**src/rtl/riscv_fetch_unit.sv**
```systemverilog
// riscv_fetch_unit: credit-based instruction prefetcher feeding the IF/ID register from an in-order imem.
// Optional build macro FETCH_MISALIGN_TRAP_EN: a misaligned redirect queues a fault marker and halts fetch.
module riscv_fetch_unit #(
  parameter logic [31:0] RESET_PC   = 32'h0000_0000,
  parameter int          FIFO_DEPTH = 4
) (
  input  logic        clk,
  input  logic        rst_n,
  output logic        imem_req_valid,
  input  logic        imem_req_ready,
  output logic [31:0] imem_req_addr,
  input  logic        imem_rsp_valid,
  input  logic [31:0] imem_rsp_data,
  input  logic        redirect_valid,
  input  logic [31:0] redirect_pc,
  output logic        out_valid,
  input  logic        out_ready,
  output logic [31:0] out_instr,
  output logic [31:0] out_pc
`ifdef FETCH_MISALIGN_TRAP_EN
  ,
  output logic        out_fault
`endif
);
  localparam int          AW      = $clog2(FIFO_DEPTH);
  localparam int          CW      = AW + 1;
  localparam logic [31:0] NOP     = 32'h0000_0013;
  localparam logic [CW:0] DEPTH_W = (CW+1)'(FIFO_DEPTH);

  // Handshakes: a transfer happens in any cycle where valid && ready are both high;
  // valid never depends on ready, and the payload is held while valid waits for ready.

  logic [31:0]   fetch_pc_q, fetch_pc_d;
  logic [31:0]   rsp_pc_q, rsp_pc_d;
  logic [CW-1:0] outstanding_q, outstanding_d;
  logic [CW-1:0] drop_cnt_q, drop_cnt_d;
  logic [CW-1:0] count_q, count_d;
  logic [AW-1:0] wr_ptr_q, wr_ptr_d;
  logic [AW-1:0] rd_ptr_q, rd_ptr_d;
  logic [31:0]   instr_q [FIFO_DEPTH];
  logic [31:0]   instr_d [FIFO_DEPTH];
  logic [31:0]   pc_q [FIFO_DEPTH];
  logic [31:0]   pc_d [FIFO_DEPTH];
  logic          req_fire, pop, keep_rsp, run;
  logic [31:0]   redir_pc;

`ifdef FETCH_MISALIGN_TRAP_EN
  typedef enum logic {RUN, FAULT} state_e;
  state_e state_q, state_d;
  logic   fault_q [FIFO_DEPTH];
  logic   fault_d [FIFO_DEPTH];
  logic   misalign;
  assign run       = (state_q == RUN);
  assign misalign  = (redirect_pc[1:0] != 2'b00);
  assign redir_pc  = redirect_pc;
  assign out_fault = out_valid && fault_q[rd_ptr_q];
`else
  assign run      = 1'b1;
  assign redir_pc = redirect_pc & 32'hFFFF_FFFC;
`endif

  // Credit rule: queued plus in-flight never exceeds the FIFO, so a response always has a slot.
  assign imem_req_valid = rst_n && run && !redirect_valid &&
                          (({1'b0, count_q} + {1'b0, outstanding_q}) < DEPTH_W);
  assign imem_req_addr  = fetch_pc_q;
  assign req_fire       = imem_req_valid && imem_req_ready;
  assign out_valid      = (count_q != '0);
  assign out_instr      = instr_q[rd_ptr_q];
  assign out_pc         = pc_q[rd_ptr_q];
  assign pop            = out_valid && out_ready;
  assign keep_rsp       = imem_rsp_valid && !redirect_valid && (drop_cnt_q == '0);

  always_comb begin
    fetch_pc_d    = fetch_pc_q;
    rsp_pc_d      = rsp_pc_q;
    outstanding_d = outstanding_q + CW'(req_fire) - CW'(imem_rsp_valid);
    drop_cnt_d    = drop_cnt_q;
    count_d       = count_q;
    wr_ptr_d      = wr_ptr_q;
    rd_ptr_d      = rd_ptr_q;
    instr_d       = instr_q;
    pc_d          = pc_q;
`ifdef FETCH_MISALIGN_TRAP_EN
    state_d       = state_q;
    fault_d       = fault_q;
`endif
    if (redirect_valid) begin
      // Everything still in flight belongs to the abandoned path, except a response landing now.
      fetch_pc_d = redir_pc;
      rsp_pc_d   = redir_pc;
      drop_cnt_d = outstanding_q - CW'(imem_rsp_valid);
      count_d    = '0;
      wr_ptr_d   = '0;
      rd_ptr_d   = '0;
`ifdef FETCH_MISALIGN_TRAP_EN
      state_d = RUN;
      if (misalign) begin
        instr_d[0] = NOP;
        pc_d[0]    = redirect_pc;
        fault_d[0] = 1'b1;
        wr_ptr_d   = AW'(1);
        count_d    = CW'(1);
        state_d    = FAULT;
      end
`endif
    end else begin
      if (req_fire) fetch_pc_d = fetch_pc_q + 32'd4;
      if (imem_rsp_valid && (drop_cnt_q != '0)) drop_cnt_d = drop_cnt_q - CW'(1);
      if (keep_rsp) begin
        instr_d[wr_ptr_q] = imem_rsp_data;
        pc_d[wr_ptr_q]    = rsp_pc_q;
`ifdef FETCH_MISALIGN_TRAP_EN
        fault_d[wr_ptr_q] = 1'b0;
`endif
        wr_ptr_d = wr_ptr_q + AW'(1);
        rsp_pc_d = rsp_pc_q + 32'd4;
      end
      if (pop) rd_ptr_d = rd_ptr_q + AW'(1);
      count_d = count_q + CW'(keep_rsp) - CW'(pop);
    end
  end

  always_ff @(posedge clk or negedge rst_n) begin
    if (!rst_n) begin
      fetch_pc_q    <= RESET_PC;
      rsp_pc_q      <= RESET_PC;
      outstanding_q <= '0;
      drop_cnt_q    <= '0;
      count_q       <= '0;
      wr_ptr_q      <= '0;
      rd_ptr_q      <= '0;
      for (int i = 0; i < FIFO_DEPTH; i++) begin
        instr_q[i] <= NOP;
        pc_q[i]    <= RESET_PC;
`ifdef FETCH_MISALIGN_TRAP_EN
        fault_q[i] <= 1'b0;
`endif
      end
`ifdef FETCH_MISALIGN_TRAP_EN
      state_q <= RUN;
`endif
    end else begin
      fetch_pc_q    <= fetch_pc_d;
      rsp_pc_q      <= rsp_pc_d;
      outstanding_q <= outstanding_d;
      drop_cnt_q    <= drop_cnt_d;
      count_q       <= count_d;
      wr_ptr_q      <= wr_ptr_d;
      rd_ptr_q      <= rd_ptr_d;
      instr_q       <= instr_d;
      pc_q          <= pc_d;
`ifdef FETCH_MISALIGN_TRAP_EN
      fault_q       <= fault_d;
      state_q       <= state_d;
`endif
    end
  end
endmodule

```
**config.mk**
```make
export PLATFORM = sky130hd
export DESIGN_NAME = riscv_fetch_unit
export DESIGN_NICKNAME = d
export VERILOG_FILES = /design/src/rtl/riscv_fetch_unit.sv
export SDC_FILE = /design/constraint.sdc
export NUM_CORES = 1
export LEC_CHECK = 0
export ABC_AREA = 1
export ABC_CLOCK_PERIOD_IN_PS = 3470
export CAP_MARGIN = 5
export CORE_MARGIN = 1.5
export CORE_UTILIZATION = 40
export DETAILED_ROUTE_END_ITERATION = 16
export PLACE_DENSITY = 0.57
export SYNTH_ARGS = -nofsm -noshare
export SYNTH_HDL_FRONTEND = slang
export SYNTH_SLANG_ARGS = --single-unit
```
**constraint.sdc**
```tcl
create_clock -name clk -period 3.47 [get_ports clk]
set_clock_uncertainty 0.15 [all_clocks]
set_input_delay 0.694 -clock clk [delete_from_list [all_inputs] [get_ports clk]]
set_output_delay 0.694 -clock clk [all_outputs]
set_load 0.05 [all_outputs]
```
==> results of run 1 <==
[worst reg2reg max path: cells and delay by family, from the launching register on]
| family | cells | cell delay [ns] |
|---|---|---|
| simple gates | 3 | 0.45 |
| flops | 1 | 0.45 |
| fa+ha+maj | 4 | 1.06 |
| buf+inv | 1 | 0.03 |
| xor+xnor | 2 | 0.29 |
[final cells by class]
type / count / area [um2]
clock buffers: 59 / 1100
well taps: 511 / 639
flip-flops and latches: 321 / 8050
repair buffers: 188 / 2080
inverters: 139 / 526
multi-input cells: 1341 / 6380
clock inverters: 9 / 103
fillers: 3690 / 19000
[metal layers]
layer	part of all wire (%)	global-route usage (%)	wire (um)
met1	47	30.9	20100
met2	45	34.2	19300
met3	5.8	3.41	2480
met4	1.7	5.54	738
met5	0	0	0
[sequential cells by signal (all words and copies together) (netlist names)]
| signal | flops |
|---|---|
| pc_q | 120 |
| imem_req_addr | 30 |
| wr_ptr_q | 2 |
| outstanding_q | 3 |
| count_q | 3 |
| drop_cnt_q | 3 |
| rd_ptr_q | 2 |
| instr_q | 128 |
| rsp_pc_q | 30 |
[layout by cell type, fill, tap and decap left out, types with 6 or more instances in the layout]
cell / netlist / layout
clkdlybuf4s50_1: 0 / 96
clkinv_2: 0 / 6
o21ai_1: 65 / 65
inv_1: 129 / 129
clkbuf_16: 0 / 39
o211ai_1: 13 / 13
ha_1: 16 / 16
nand4_1: 8 / 8
xnor2_1: 9 / 9
o22ai_1: 62 / 62
nor2_1: 198 / 198
nand3_1: 66 / 66
o21ai_0: 345 / 345
inv_2: 7 / 8
buf_4: 6 / 56
dfstp_2: 12 / 12
clkbuf_1: 59 / 15
xor2_1: 17 / 17
buf_12: 0 / 34
nand2_1: 464 / 464
dfrtp_1: 309 / 307
a21oi_1: 30 / 30
[report_power, final]
group / switching (mW) / internal (mW) / total [mW]
sequential: 0.637 / 4.62 / 5.26
combinational: 4.32 / 2.32 / 6.64
clock: 1.55 / 2.33 / 3.89
total: 6.51 / 9.28 / 15.8
[kinds of logic after synthesis]
family / synth area share, %
adder cells (fa/ha/maj): 1.55
buffers and inverters: 6.95
XOR/XNOR: 1.47
AND/OR/NAND/NOR: 20.0
AO/OA/AOI/OAI: 18.0
flip-flops: 52.0
other: 0.0242
[how the worst min path moves through the flow]
stage                            from           to  slack, ns  cells past startpoint
after floorplan                 rst_n   count_q[0]       0.25                      0
after global placement       pc_q[39]     pc_q[39]       0.31                      2
after detailed placement  instr_q[33]  instr_q[33]       0.32                      2
after CTS                       rst_n    pc_q[100]       0.08                      2
after global routing            rst_n    pc_q[100]       0.11                      2
final                           rst_n    pc_q[102]        0.1                      2
==> flow_summary.json, run 1 <==
{
  "cts_tree": "built",
  "period_needed_ns": 3.26,
  "layout.cells.non_filler": 2568,
  "drv_cap": 0,
  "cp.depth": 5,
  "outcome": "complete, no violations",
  "clk_latency_ns": 0.53,
  "coreArea_um2": 37800,
  "rows": 71,
  "placed_cell_area_um2": 17700,
  "antenna_found_initial": 0,
  "power_mw": 15.8,
  "yosysWarningCount": 0,
  "fin_nets": 2117,
  "synth_ff_type": "dfrtp_1",
  "ios": 168,
  "vias_per_cell": 5.14,
  "path_cells": "clkinv_2 -> buf_12 -> o21ai_0 -> o22ai_1 -> buf_4",
  "post-synth-top-count-cell": "nand2_1",
  "first_pass_iters": 6,
  "finalSetupViolations": 0,
  "synth_seq_area_share_pct": 52.0,
  "ant_nets": 0,
  "crit_path_start": "rd_ptr_q[0]",
  "grt_pass1_vias": 12700,
  "die_x_um": 200,
  "ys_types": 41,
  "clock_sinks": 321,
  "start_kind": "flip-flop",
  "relSlewSlack_pct": 25.8,
  "synth_top_area_share_pct": 50.0,
  "worst-path-buf-inv": 3,
  "fin_ws_ns": 0.211,
  "worst_path_max_delay_cell": "dfrtp_4",
  "area_growth_pct": 22.0,
  "gr-total-overflow": 0,
  "path_clk_slew_ns": 0.06,
  "cp_top_family": "buffers and inverters",
  "hold_violations": 0,
  "drt_iter0_drc": 902,
  "timing.fmax_mhz": 307,
  "cts_buffer_depth": 3,
  "maxSlewViolCount": 0,
  "design_area_um2": 18900,
  "end_kind": "primary output",
  "die-area_um2": 39900,
  "gp_congestion": 0.884,
  "dp.cells": 2500,
  "min_path_type": "in2async",
  "postLayoutCoreUtil_pct": 49.9,
  "p_leak_nw": 8.78,
  "synth_top_cells_by_count": "nand2_1 (464), o21ai_0 (345), dfrtp_1 (309)",
  "peakVddDrop_mv": 0.391,
  "grtUsageTotal_pct": 21.6,
  "timing.hold.ws_ns": 0.0960,
  "critPathArrivalTime_ns": 2.41,
  "rrSetupSlack_ns": 0.92,
  "antenna_cells": 0,
  "rr_worst_depth": 10,
  "crit_path_max_incr_delay_ns": 0.66,
  "htreeDepth": 2,
  "cts_buffers": 38,
  "yosysTopAreaCell": "dfrtp_1",
  "io_buffers": 161,
  "synth-seq-cells": 321,
  "remaining_drc_errors": 0,
  "synth_area_um2": 15500,
  "cp_max_fo": 71,
  "cts_resized": 0,
  "drt-total-wl_um": 42600,
  "postCtsHoldBufs": 0,
  "dpl_worst_slack_ns": 0.470,
  "critPathCapture": "out_pc[17]",
  "die_height_um": 200,
  "grt_pass1_wl_um": 68400,
  "postCtsSetupBuffers": 0,
  "crit_type": "reg2out",
  "setup_tns_ns": 0,
  "timing.rr.start": "count_q[1]",
  "fin_crit_sh_pct": 93.9,
  "vias": 13200,
  "grt_max_degree": 165,
  "synth.avg_cell_area_um2": 8.10,
  "worstPathRequired_ns": 2.63,
  "synth_area_leaders": "dfrtp_1 (50%), nand2_1 (11%), o21ai_0 (11%)",
  "drive_above_1_share_pct": 9.38,
  "synthCells": 1911,
  "cts-root-buf": "clkbuf_16",
  "rsz0062_at_grt": "false",
  "worst_slew_pin_slew_ns": 1.11,
  "hpwl_um": 27100,
  "routedWlPerCell_um": 16.6,
  "async_reset_ff_share_pct": 100,
  "initial_core_util_pct": 40.9,
  "powerDensity_nw_per_um2": 836,
  "reg2reg_to": "outstanding_q[2]",
  "synth-edff-count": 0
}
Power figures use the tool's default switching activity.
==> inputs of run 2 (changes only) <==
Settings changed: ABC_CLOCK_PERIOD_IN_PS 3470 to 3700, CTS_BUF_LIST from default to sky130_fd_sc_hd__clkbuf_4 sky130_fd_sc_hd__clkbuf_8.
Clock period 3.47 ns to 3.7 ns, I/O delays scaled along.
==> run 2 against run 1 <==
Compared with the run above: combinational power decreased by 6.2%; final cell count increased by 1.1%; non-clock buffer count decreased by 4; largest cell class unchanged.
==> flow_summary.json, run 2 (synthesized netlist as in run 1, its figures left out) <==
{
  "io_buffers": 161,
  "powerDensity_nw_per_um2": 772,
  "relSlewSlack_pct": 38.4,
  "multi_input_area_um2": 6380,
  "peakVddDrop_mv": 0.367,
  "layout_common_cells": "nand2_1 (464), o21ai_0 (345), dfrtp_1 (307)",
  "cts_buffer_depth": 3,
  "drv_cap": 0,
  "layout_commonest_cell": "nand2_1",
  "cts-root-buf": "clkbuf_8",
  "path_clk_slew_ns": 0.06,
  "min_path_cells": 2,
  "period_needed_ns": 3.52,
  "clock_sinks": 321,
  "start_kind": "flip-flop",
  "comb_power_share_pct": 42.9,
  "fin_nets": 2132,
  "switching_share_pct": 41.9,
  "cp_max_fo": 42,
  "rsz0062_at_grt": "false",
  "cts_buffers": 57,
  "use_met1_pct": 30.3,
  "p_leak_nw": 8.80,
  "ios": 168,
  "routedWlPerCell_um": 16.4,
  "end_kind": "primary output",
  "outcome": "complete, no violations",
  "regArea_um2": 8060,
  "hold_start": "instr_q[33]",
  "die_x_um": 200,
  "use_met2_pct": 35.1,
  "die_height_um": 200,
  "largest-register": "instr_q",
  "grt_pass1_vias": 13000,
  "htreeDepth": 2,
  "top_regs": "instr_q: 128 flops, pc_q: 120 flops",
  "critPathArrivalTime_ns": 2.63,
  "antenna_found_initial": 0,
  "maxSlewViolCount": 0,
  "timing.fmax_mhz": 284,
  "area_growth_pct": 21.6,
  "fillerInstances": 3754,
  "min_path_type": "reg2reg",
  "finalSetupViolations": 0,
  "clkPwrFrac_pct": 23.3,
  "worstPathRequired_ns": 2.81,
  "use_met3_pct": 3.83,
  "gp_congestion": 0.901,
  "rows": 71,
  "postCtsSetupBuffers": 0,
  "drt_iter0_drc": 909,
  "fin_crit_sh_pct": 95.3,
  "placed_cell_area_um2": 17600,
  "rr_worst_depth": 10,
  "largest_reg_flops": 128,
  "power_mw": 14.5,
  "drt-total-wl_um": 42700,
  "ant_nets": 0,
  "gr-total-overflow": 0,
  "vias": 13300,
  "cts_tree": "built",
  "clk_latency_ns": 0.60,
  "die-area_um2": 39900,
  "worst_slew_pin_slew_ns": 0.924,
  "grt_max_degree": 126,
  "hold_violations": 0,
  "grtUsageTotal_pct": 21.8,
  "setup_tns_ns": 0,
  "power_frac_seq_pct": 33.8,
  "grt_busiest_layer": "met2",
  "crit_type": "reg2out",
  "initial_core_util_pct": 40.9,
  "timing.hold.ws_ns": 0.321,
  "power.switching_mw": 6.09,
  "hpwl_um": 26400,
  "cellInternalPower_mw": 8.43,
  "remaining_drc_errors": 0,
  "timing.rr.start": "count_q[1]",
  "coreArea_um2": 37800,
  "crit_path_start": "rd_ptr_q[1]",
  "first_pass_iters": 5,
  "design_area_um2": 18800,
  "grt_pass1_wl_um": 69000,
  "vias_per_cell": 5.14,
  "antenna_cells": 0,
  "drive_above_1_share_pct": 11.2
}
[run 2: changes by cell type in the layout (fill, tap and decap cells not counted), moves of 2 or more]
cell and change:
buf_4 -3, clkbuf_4 +16, clkbuf_8 +69, clkbuf_16 -39, clkinv_2 +3, bufinv_16 -2, buf_12 -2, clkbuf_1 -15
[run 2: repair_timing]
action                     CTS  global route
setup endpoints to repair    0             5
hold buffers                 1             0
hold endpoints to repair    16             0
resized for setup            0             1
[run 2: worst paths after layout]
kind / to / slack (ns)
max in group asynchronous: pc_q[14] / 1.13
min in group asynchronous: instr_q[5] / 0.41
worst min register to register: instr_q[33] / 0.32
worst max register to register: outstanding_q[2] / 0.88
worst min-delay path: instr_q[33] / 0.32
worst max-delay path: out_pc[17] / 0.18
[run 2: final cells by class]
type	count	share of cell area, %
multi-input combinational	1341	33.9
sequential	321	42.8
inverter	139	2.79
timing repair buffer	184	10.8
clock inverter	9	0.253
tap	511	3.40
clock buffer	90	6.05
[run 2: power by group through the flow]
stage	combinational (mW)	sequential, mW	clock [mW]
final	6.23	4.90	3.39
after global routing	6.75	5.00	3.65
after CTS	6.30	4.89	3.49
after detailed placement	6.28	4.94	0
after global placement	6.22	4.92	0
after floorplan	3.85	4.99	0
[run 2: metrics by stage]
| step | util [%] | worst slack [ns] | std cells |
|---|---|---|---|
| after detailed placement | 46.5 | 0.618 | 2495 |
| after global placement | 46.5 | 0.634 | 2495 |
| after floorplan | - | 0.739 | 1914 |
| after CTS | 49.7 | 0.0498 | 2595 |
| final | 49.7 | 0.175 | 2595 |
| after global routing | 49.7 | 0.0908 | 2595 |
[run 2: per-layer routing]
layer,up-vias,part of all wire (%)
met5,-,0
met4,0,1.4
met3,50,6.1
met2,392,46
met1,6353,47
li1,6551,-
[run 2: worst max-delay path, cell delays in order (launching register included)]
cell     delay (ns)
dfrtp_4        0.70
inv_2          0.13
buf_4          0.42
o21ai_0        0.16
o22ai_1        0.31
buf_4          0.27
